==> src/rtl/fir_frame_ctrl_if.sv <==
// Purpose: handshake and data bundle between a frame source/sink and fir_frame_ctrl.
// Latency: none; wires only.
// Backpressure: upstream via o_ready; downstream has none.
interface fir_frame_ctrl_if #(
    parameter int WW_INPUT  = 8,
    parameter int WW_OUTPUT = 8,
    parameter int WW_LEN    = 16
);
    logic                        i_start;
    logic [WW_LEN-1:0]           i_frame_len;
    logic                        i_valid;
    logic signed [WW_INPUT-1:0]  i_data;
    logic                        o_ready;
    logic                        o_fir_en;
    logic                        o_fir_srst;
    logic signed [WW_INPUT-1:0]  o_fir_data;
    logic signed [WW_OUTPUT-1:0] i_fir_data;
    logic                        o_valid;
    logic signed [WW_OUTPUT-1:0] o_data;
    logic                        o_last;
    logic                        o_busy;
    logic                        o_done;

    modport slave (
        input  i_start, i_frame_len, i_valid, i_data, i_fir_data,
        output o_ready, o_fir_en, o_fir_srst, o_fir_data,
               o_valid, o_data, o_last, o_busy, o_done
    );

    modport master (
        output i_start, i_frame_len, i_valid, i_data, i_fir_data,
        input  o_ready, o_fir_en, o_fir_srst, o_fir_data,
               o_valid, o_data, o_last, o_busy, o_done
    );
endinterface

==> src/rtl/fir_frame_ctrl.sv <==
// Purpose: frames a sample stream into an external FIR: clear, feed, flush N_TAPS-1 zeros, tag last.
// Latency: o_valid trails o_fir_en by PIPE_LAT cycles; o_done one cycle after o_last.
// Backpressure: o_ready high only in RUN; downstream outputs are never stalled.
module fir_frame_ctrl #(
    parameter int WW_INPUT  = 8,
    parameter int WW_OUTPUT = 8,
    parameter int N_TAPS    = 15,
    parameter int PIPE_LAT  = 3,
    parameter int WW_LEN    = 16
) (
    input  logic             clk,
    input  logic             i_rst_n,
    fir_frame_ctrl_if.slave  bus
);
    localparam int CW = WW_LEN + $clog2(N_TAPS) + 1;
    localparam int FW = $clog2(N_TAPS + 1);
    localparam logic [WW_LEN-1:0] LEN_ONE = 1;
    localparam logic [CW-1:0]     CW_ONE  = 1;
    localparam logic [FW-1:0]     FW_ONE  = 1;

    typedef enum logic [2:0] {S_IDLE, S_CLEAR, S_RUN, S_FLUSH, S_DRAIN} state_t;

    state_t                      r_state, w_state_nxt;
    logic [WW_LEN-1:0]           r_len, r_in_cnt;
    logic [CW-1:0]               r_total, r_out_cnt;
    logic [FW-1:0]               r_flush_cnt;
    logic [PIPE_LAT-1:0]         r_pipe, w_pipe_nxt;
    logic                        r_done;
    logic                        w_ready, w_fir_en, w_srst, w_valid, w_last;
    logic signed [WW_INPUT-1:0]  w_fir_data;
    logic signed [WW_OUTPUT-1:0] w_data;

    assign w_valid = r_pipe[PIPE_LAT-1];
    assign w_last  = w_valid && (r_out_cnt == r_total - CW_ONE);
    assign w_data  = bus.i_fir_data;

    always_comb begin
        w_state_nxt = r_state;
        w_ready     = 1'b0;
        w_fir_en    = 1'b0;
        w_srst      = 1'b0;
        w_fir_data  = '0;
        case (r_state)
            S_IDLE: begin
                if (bus.i_start && (bus.i_frame_len != '0))
                    w_state_nxt = S_CLEAR;
            end
            S_CLEAR: begin
                w_srst      = 1'b1;
                w_state_nxt = S_RUN;
            end
            S_RUN: begin
                w_ready    = 1'b1;
                w_fir_en   = bus.i_valid;
                w_fir_data = bus.i_data;
                if (bus.i_valid && (r_in_cnt == r_len - LEN_ONE))
                    w_state_nxt = S_FLUSH;
            end
            S_FLUSH: begin
                w_fir_en = 1'b1;
                if (r_flush_cnt == FW'(N_TAPS - 2))
                    w_state_nxt = S_DRAIN;
            end
            S_DRAIN: begin
                if (w_last)
                    w_state_nxt = S_IDLE;
            end
            default: w_state_nxt = S_IDLE;
        endcase
    end

    always_comb begin
        w_pipe_nxt    = r_pipe << 1;
        w_pipe_nxt[0] = w_fir_en;
    end

    always_ff @(posedge clk or negedge i_rst_n) begin
        if (!i_rst_n) begin
            r_state     <= S_IDLE;
            r_len       <= '0;
            r_total     <= '0;
            r_in_cnt    <= '0;
            r_out_cnt   <= '0;
            r_flush_cnt <= '0;
            r_pipe      <= '0;
            r_done      <= 1'b0;
        end else begin
            r_state <= w_state_nxt;
            // Registered so o_done lands in the IDLE cycle and a held i_start can relaunch next edge.
            r_done  <= (r_state == S_DRAIN) && w_last;
            if ((r_state == S_IDLE) && (w_state_nxt == S_CLEAR)) begin
                r_len   <= bus.i_frame_len;
                r_total <= CW'(bus.i_frame_len) + CW'(N_TAPS - 1);
            end
            if (r_state == S_CLEAR) begin
                r_pipe      <= '0;
                r_in_cnt    <= '0;
                r_out_cnt   <= '0;
                r_flush_cnt <= '0;
            end else begin
                r_pipe <= w_pipe_nxt;
                if ((r_state == S_RUN) && bus.i_valid)
                    r_in_cnt <= r_in_cnt + LEN_ONE;
                if (r_state == S_FLUSH)
                    r_flush_cnt <= r_flush_cnt + FW_ONE;
                if (w_valid)
                    r_out_cnt <= r_out_cnt + CW_ONE;
            end
        end
    end

    assign bus.o_ready    = w_ready;
    assign bus.o_fir_en   = w_fir_en;
    assign bus.o_fir_srst = w_srst;
    assign bus.o_fir_data = w_fir_data;
    assign bus.o_valid    = w_valid;
    assign bus.o_data     = w_data;
    assign bus.o_last     = w_last;
    assign bus.o_busy     = (r_state != S_IDLE);
    assign bus.o_done     = r_done;
endmodule

==> src/flat_wrapper.sv <==
// flat-port wrapper written by rule: the top's interface ports become plain ports
module fir_frame_ctrl_flat 
#(
    parameter int WW_INPUT  = 8,
    parameter int WW_OUTPUT = 8,
    parameter int N_TAPS    = 15,
    parameter int PIPE_LAT  = 3,
    parameter int WW_LEN    = 16
)
  (clk, i_rst_n, bus_i_start, bus_i_frame_len, bus_i_valid, bus_i_data, bus_i_fir_data, bus_o_ready, bus_o_fir_en, bus_o_fir_srst, bus_o_fir_data, bus_o_valid, bus_o_data, bus_o_last, bus_o_busy, bus_o_done);
  fir_frame_ctrl_if #(.WW_INPUT(WW_INPUT), .WW_OUTPUT(WW_OUTPUT), .WW_LEN(WW_LEN)) bus_i ();
  input  logic clk;
  input  logic i_rst_n;
  input wire logic [$bits(bus_i.i_start)-1:0] bus_i_start;
  input wire logic [$bits(bus_i.i_frame_len)-1:0] bus_i_frame_len;
  input wire logic [$bits(bus_i.i_valid)-1:0] bus_i_valid;
  input wire logic [$bits(bus_i.i_data)-1:0] bus_i_data;
  input wire logic [$bits(bus_i.i_fir_data)-1:0] bus_i_fir_data;
  output wire logic [$bits(bus_i.o_ready)-1:0] bus_o_ready;
  output wire logic [$bits(bus_i.o_fir_en)-1:0] bus_o_fir_en;
  output wire logic [$bits(bus_i.o_fir_srst)-1:0] bus_o_fir_srst;
  output wire logic [$bits(bus_i.o_fir_data)-1:0] bus_o_fir_data;
  output wire logic [$bits(bus_i.o_valid)-1:0] bus_o_valid;
  output wire logic [$bits(bus_i.o_data)-1:0] bus_o_data;
  output wire logic [$bits(bus_i.o_last)-1:0] bus_o_last;
  output wire logic [$bits(bus_i.o_busy)-1:0] bus_o_busy;
  output wire logic [$bits(bus_i.o_done)-1:0] bus_o_done;
  assign bus_i.i_start = bus_i_start;
  assign bus_i.i_frame_len = bus_i_frame_len;
  assign bus_i.i_valid = bus_i_valid;
  assign bus_i.i_data = bus_i_data;
  assign bus_i.i_fir_data = bus_i_fir_data;
  assign bus_o_ready = bus_i.o_ready;
  assign bus_o_fir_en = bus_i.o_fir_en;
  assign bus_o_fir_srst = bus_i.o_fir_srst;
  assign bus_o_fir_data = bus_i.o_fir_data;
  assign bus_o_valid = bus_i.o_valid;
  assign bus_o_data = bus_i.o_data;
  assign bus_o_last = bus_i.o_last;
  assign bus_o_busy = bus_i.o_busy;
  assign bus_o_done = bus_i.o_done;
  fir_frame_ctrl #(.WW_INPUT(WW_INPUT), .WW_OUTPUT(WW_OUTPUT), .N_TAPS(N_TAPS), .PIPE_LAT(PIPE_LAT), .WW_LEN(WW_LEN)) u_core (.clk(clk), .i_rst_n(i_rst_n), .bus(bus_i));
endmodule
==> config.mk <==
export PLATFORM = sky130hd
export DESIGN_NAME = fir_frame_ctrl_flat
export DESIGN_NICKNAME = d
export VERILOG_FILES = /design/src/rtl/fir_frame_ctrl_if.sv /design/src/rtl/fir_frame_ctrl.sv /design/src/flat_wrapper.sv
export SDC_FILE = /design/constraint.sdc
export NUM_CORES = 1
export LEC_CHECK = 0
export CAP_MARGIN = 20
export CORE_MARGIN = 4
export CORE_UTILIZATION = 46
export CTS_BUF_LIST = sky130_fd_sc_hd__clkbuf_8
export DETAILED_ROUTE_END_ITERATION = 8
export GPL_ROUTABILITY_DRIVEN = 1
export PLACE_DENSITY = 0.68
export SLEW_MARGIN = 20
export SYNTH_ARGS = -nofsm -noshare
export SYNTH_HDL_FRONTEND = slang
export SYNTH_SLANG_ARGS = --single-unit
==> constraint.sdc <==
create_clock -name clk -period 4 [get_ports clk]
set_input_delay 1.2 -clock clk [delete_from_list [all_inputs] [get_ports clk]]
set_output_delay 1.2 -clock clk [all_outputs]
set_load 0.005 [all_outputs]
==> results.md, run 1 <==
* Outcome: finished clean
* GRT overflow at 0
* Worst path arrival time at 2.71 ns
* Hold Fails Final Rpt at 0
* Fin crit period at slightly below 4 ns
* Fin nets at 631
* Pwr dens at 325.9 mW/mm2
* Filler instances at 915
* Largest net degree at the start of global routing at roughly 80
* Number of DRC markers in iteration 0 at 253
* Root buf cell: clkbuf_8
* Ys flop type: dfrtp_1
* Met3 Use GR at 0.03152
* Rows at 37
* Routed WL at 11.53 mm
* Top cell type's share of synthesized area at 0.4050
* Multi-input logic area at around 0.0029 mm2
* Hold Path Class: reg2reg
* Sw Ratio at 0.2711
* Die Width at 111.7 um
* Later-pin clock latency in the skew report at roughly 0.35 ns
* Crit-path max FO at 5
* Clock skew at 0.006460 ns
* Syn-to-layout area delta at 20.65%
* TritonCTS Buffers at 9
* Critical Path RT at 2.80 ns
* Fmax at 255.5 MHz
* CP endpoint kind: output port
* Tightest Pin Transition at 0.7833 ns
* Max_slew headroom at 0.4738
* Flops & latches, synth at 80
* Io pins at 59
* FF/Latch Area at 0.002003 mm2
* Sink of the worst hold path: u_core.r_pipe[1]
* Cells after synthesis at between 500 and 600
* R2R depth at 6
* Starting density of the core at 0.4746
* Top cells by area, synth: dfrtp_1 40%, xor2_1 8.7%, xnor2_1 5.5%, nand2_1 4.2%, nor2_1 3.9%
* CTS max path bufs at 2
* Hold depth at 1
* Synthesized Nets at 589
* Die H at 111.7 um
* EDFF count, synth at 0
* Kind of critical path: reg2out
* Final setup viols at 0
* R2r endpoint: u_core.r_state[0]
* Dpl hpwl at 8.373 mm
* Vias in the first global route at 3979
* Combinational power share at 0.147
* Cell Area, Synth at 0.004943 mm2
* Yosys top cell by area: dfrtp_1
* VDD IR-drop max at 0.0001493 V
* CTS tree: done
* DP Area at 0.005498 mm2
* Crit. Startpoint: u_core.r_total[1]
* Htree depth at 3
* GR Layer Usage met1 at 0.2565
* Area of the die at 0.01247 mm2
* Clock Sinks at 80
* Clock share of power at 0.360
* Routability cong. at 0.8875
* Period utilisation layout at 0.9785
* CP startpoint kind: flop
* Global-route wire length before repair at 19.13 mm
* Min-delay src: u_core.r_pipe[0]
* Share of cells above drive strength 1 at 0.1467
* Vias at roughly 4100
* Total GRT Usage at 0.1836
* Synthesis Warnings at 0
* # DRC at 0
* Setup slack, reg-to-reg at around 1.4 ns
* Post-synthesis sequential area ratio at 0.4050
* Netlist cell types at 54
* Power Internal at 1417 uW
* Power Total at 1944 uW
* 1st-pass router iterations at 5
* Antenna cells at 0
* Max Slew Vio Count at 0
* Core outline area at 0.01042 mm2
* Sequential share of power at 0.493
* Clk slew on worst S/H paths at 0.08 ns
* Psw at 526.9 uW
* Crit Reg-Reg Startpoint: u_core.r_len[2]
* DR WL/cell at 15.82 um
* Inst Count DP at just over 700
* PortBufs at between 40 and 50
* MaxCap Viol Count at 0
* Antenna violations before repair at 0
* Final instance count without filler cells at ~730
* GR peak layer: met2
* Asr flop ratio synth at 1.000
* Final instance area at 0.005964 mm2
* Routed Antenna Nets at 0
* Met2 Use GR at 0.2898
* Synth Area per Inst at between 9 and 10 um2
* Leakage at 0.002704 uW
* Post-DR vias/cell at 5.660
==> synthesized netlist by cell type (8+ instances only) <==
library cell,number
and2_1,14
and3_1,8
buf_4,8
clkbuf_1,18
dfrtp_1,80
inv_1,14
mux2_2,14
nand2_1,55
nand3_1,22
nand4_1,14
nor2_1,51
nor3_1,18
nor4_1,12
o21ai_0,30
or3_1,12
xnor2_1,31
xor2_1,49
==> worst max path at each step <==
stage | to | slack, ns | depth (start not counted)
floorplan | bus_o_last | 0.59 | 8
global placement | bus_o_last | -0.09 | 9
detailed placement | bus_o_last | -0.26 | 9
CTS | bus_o_last | 0.0006 | 7
global route | bus_o_last | -0.01 | 9
finish | bus_o_last | 0.09 | 9
==> routing by layer <==
metal	share of wire	wire length, um
met5	0	0
met4	0.018	208
met3	0.039	451
met2	0.47	5414
met1	0.47	5457
==> worst max-delay path: stages, from the launching register on <==
cell      delay [ns]
dfrtp_1         0.39
inv_1           0.11
ha_4            0.16
or3b_4          0.41
o31ai_2         0.29
nor4bb_4        0.28
o32ai_2         0.14
nor4_4          0.30
buf_4           0.18
buf_2           0.11
==> timing repair <==
| action | 4_1_cts | 5_1_grt |
|---|---|---|
| cloned | 0 | 0 |
| endpoints found under the setup margin | 1 | 1 |
| endpoints found under the hold margin | 0 | 0 |
| setup buffers | 5 | 2 |
| hold buffers | 0 | 0 |
| pin swaps | 7 | 7 |
| gates resized for setup | 16 | 21 |
==> metrics by stage <==
step / util / TNS (ns) / worst slack [ns] / hold WS [ns]
floorplan: - / 0 / 0.5921 / 0.4277
global placement: 0.5278 / -0.09143 / -0.09143 / 0.4327
detailed placement: 0.5278 / -0.2596 / -0.2596 / 0.4445
CTS: 0.5605 / 0 / 0.0005840 / 0.4658
global route: 0.5726 / -0.01099 / -0.01099 / 0.4979
finish: 0.5726 / 0 / 0.08599 / 0.4609
==> power groups by stage <==
stage	registers, uW	clock network (uW)	logic (uW)
floorplan	938	0	208
global placement	969	0	274
detailed placement	972	0	283
CTS	957	718	285
global route	972	752	325
finish	957	701	286
==> placed cells by master, fill, tap and decap left out, types with 12 or more instances in the layout <==
master / count
dfrtp_1: 79
nand2_1: 55
nor2_1: 49
xor2_1: 49
clkdlybuf4s50_1: 40
xnor2_1: 31
o21ai_0: 30
nand3_1: 21
buf_4: 17
nor3_1: 15
and2_1: 14
nand4_1: 14
mux2_2: 14
inv_1: 13
clkbuf_8: 12
==> flip-flops by register name, summed over array words and instances, names as in the netlist <==
signal / cells
u_core.r_out_cnt: 21
u_core.r_in_cnt: 16
u_core.r_len: 16
u_core.r_total: 16
u_core.r_flush_cnt: 4
u_core.r_pipe: 3
u_core.r_state: 3
u_core.bus.o_done: 1
==> area by class of cell <==
type / count / share of cell area
Multi-Input combinational cell: 420 / 0.4877
Sequential cell: 80 / 0.3359
Timing Repair Buffer: 62 / 0.09838
Tap cell: 136 / 0.02853
Clock buffer: 12 / 0.02769
Clock inverter: 4 / 0.01238
Inverter: 15 / 0.009440
==> cell families after synthesis <==
family                     Yosys count  synth area share
and+or+nand+nor                    245            0.2597
xor gates and xnor gates            80            0.1417
DFF                                 80            0.4050
AOI/OAI and AO/OA                   70           0.09188
buffers and inverters               46           0.04404
muxes                               18           0.03999
adders and majority gates            7           0.01772
Note: power is estimated with default switching activity, not from simulation.
==> inputs of run 2 (changes only) <==
--- a/config.mk
+++ b/config.mk
@@ -6,7 +6,7 @@
 export NUM_CORES = 1
 export LEC_CHECK = 0
 export CAP_MARGIN = 20
-export CORE_MARGIN = 4
+export CORE_MARGIN = 3
 export CORE_UTILIZATION = 46
 export CTS_BUF_LIST = sky130_fd_sc_hd__clkbuf_8
 export DETAILED_ROUTE_END_ITERATION = 8
==> results.md, run 2 (synthesis gave the netlist of run 1 again) <==
* CTS tree: done
* Crit path cell chain: buf_4 -> or4_4 -> nor2_1 -> a31o_2 -> o2111ai_2 -> nor4_2 -> buf_4 -> dlygate4sd2_1
* Starting density of the core at 0.4767
* Io pins at 59
* Post-DR vias/cell at 5.557
* Clock Sinks at 80
* Fin crit period at 3.883 ns
* Clock skew at 0.008108 ns
* Power Total at just over 2000 uW
* Htree depth at 3
* Routability cong. at 0.8604
* Vias at 4023
* Crit-path max FO at 4
* Routed Antenna Nets at 0
* Dpl hpwl at 8.433 mm
* FF/Latch Area at 0.002002 mm2
* Filler instances at 940
* Sw Ratio at 0.2666
* Power Internal at approximately 1500 uW
* GRT overflow at 0
* Hold Path Class: reg2reg
* Root buf cell: clkbuf_8
* Critical Path RT at 2.80 ns
* Kind of critical path: reg2out
* Fin nets at 626
* Psw at 537.6 uW
* RSZ-0062 raised after global routing: no
* Outcome: finished clean
* Antenna violations before repair at 0
* Multi-input logic area at 0.002870 mm2
* Clock share of power at 0.384
* Rows at 37
* Max Slew Vio Count at 0
* Die Width at between 100 and 150 um
* Sequential share of power at 0.476
* CP delay by family, top: simple AND/OR/NAND/NOR gates
* Most common cell after layout, fill and taps aside: dfrtp_1
* Pwr dens at 341.3 mW/mm2
* Syn-to-layout area delta at 19.51%
* Setup slack, reg-to-reg at between 1 and 1.5 ns
* Worst path arrival time at roughly 2.7 ns
* Critical-path top delay cell: or4_4
* Number of DRC markers in iteration 0 at between 150 and 200
* Max reg flops at 21
* Largest net degree at the start of global routing at 81
* 1st-pass router iterations at 4
* Hold Fails Final Rpt at 0
* Share of cells above drive strength 1 at 0.1327
* Period utilisation layout at 0.9708
* Later-pin clock latency in the skew report at around 0.35 ns
* DR WL/cell at ~16 um
* CP Depth at 8
* Antenna cells at 0
* Area of the die at 0.01203 mm2
* TritonCTS Buffers at 9
* Max stage delay on crit path at 0.57 ns
* MaxCap Viol Count at 0
* Clk slew on worst S/H paths at approximately 0.080 ns
* CP startpoint kind: flop
* Routed WL at 11.63 mm
* Cts-stage hold buffer count at 0
* Tightest Pin Transition at 0.7889 ns
* Die H at 109.7 um
* CP dominant cell by count: buf_4
* CP Buf/Inv Count at 3
* Total GRT Usage at 0.2083
* Top reg by flops: u_core.r_out_cnt
* Most frequent cells in the layout: 80 x dfrtp_1, 55 x nand2_1, 50 x nor2_1, 49 x xor2_1, 40 x clkdlybuf4s50_1
* Final setup viols at 0
* PortBufs at 42
* Core outline area at about 0.010 mm2
* Global-route wire length before repair at around 20 mm
* CTS max path bufs at 2
* # DRC at 0
* VDD IR-drop max at 0.0001928 V
* R2R depth at 6
* Fmax at approximately 260 MHz
* CP endpoint kind: output port
* Leakage at 0.002654 uW
* Setup TNS at 0 ns
* Vias in the first global route at 3941
* Combinational power share at 0.141
* Max_slew headroom at 0.4700
* Hold depth at 1
==> run 2: cell count changes in the layout (fill, tap and decap cells not counted), sizes merged <==
cell and change:
inv -1, dlygate4sd2 +1, bufinv +1, buf -6
==> run 2: through the flow <==
step / worst slack [ns] / hold WS [ns] / utilization / area (um2) / cells
floorplan: 0.5921 / 0.4277 / - / 4943 / 546
global route: 0.006635 / 0.4881 / 0.5697 / 5908 / 724
CTS: 0.05871 / 0.4573 / 0.5661 / 5871 / 724
finish: 0.1168 / 0.4506 / 0.5697 / 5908 / 724
global placement: -0.02519 / 0.4321 / 0.5287 / 5483 / 704
detailed placement: -0.06378 / 0.4381 / 0.5287 / 5483 / 704
==> run 2: per-layer routing <==
metal	share of wire	vias up	GRT usage
met3	0.038	16	0.04287
met4	0.013	0	0.05877
met1	0.48	1946	0.3022
met5	0	-	0
met2	0.47	84	0.3160
li1	-	1977	-
==> run 2: final timing paths <==
path	start	endpoint
min	u_core.r_pipe[0]	u_core.r_pipe[1]
max reg2reg	u_core.r_len[2]	u_core.r_state[0]
max	u_core.r_total[1]	bus_o_last
max in group asynchronous	i_rst_n	u_core.r_out_cnt[8]
min reg2reg	u_core.r_pipe[0]	u_core.r_pipe[1]
min in group asynchronous	i_rst_n	u_core.r_flush_cnt[2]
==> run 2: area by class of cell <==
class,count,area share
clock buffer,12,0.02795
clock inverter,4,0.01673
timing repair buffer,57,0.09233
tap,136,0.02880
inverter,15,0.009530
sequential,80,0.3388
multi-input combinational,420,0.4858
==> run 2: repair_timing <==
action / in CTS / in global routing
resized for setup: 21 / 5
buffers inserted: 4 / 0
hold endpoints to repair: 0 / 0
setup endpoints to repair: 1 / 1
pin swaps: 7 / 4
==> run 2: worst register-to-register path, cell delays in order (launching register included) <==
cell,delay [ns]
dfrtp_1,0.47
or4_4,0.62
or4_4,0.57
or3b_1,0.40
a211oi_2,0.21
o31a_1,0.17
a21o_1,0.14
==> run 2: power by group through the flow <==
| stage | sequential (uW) | combinational, uW | clock (uW) |
|---|---|---|---|
| final | 959 | 284 | 773 |
| after global routing | 969 | 323 | 823 |
| after CTS | 957 | 283 | 785 |
| after detailed placement | 972 | 282 | 0 |
| after global placement | 969 | 273 | 0 |
| after floorplan | 938 | 208 | 0 |
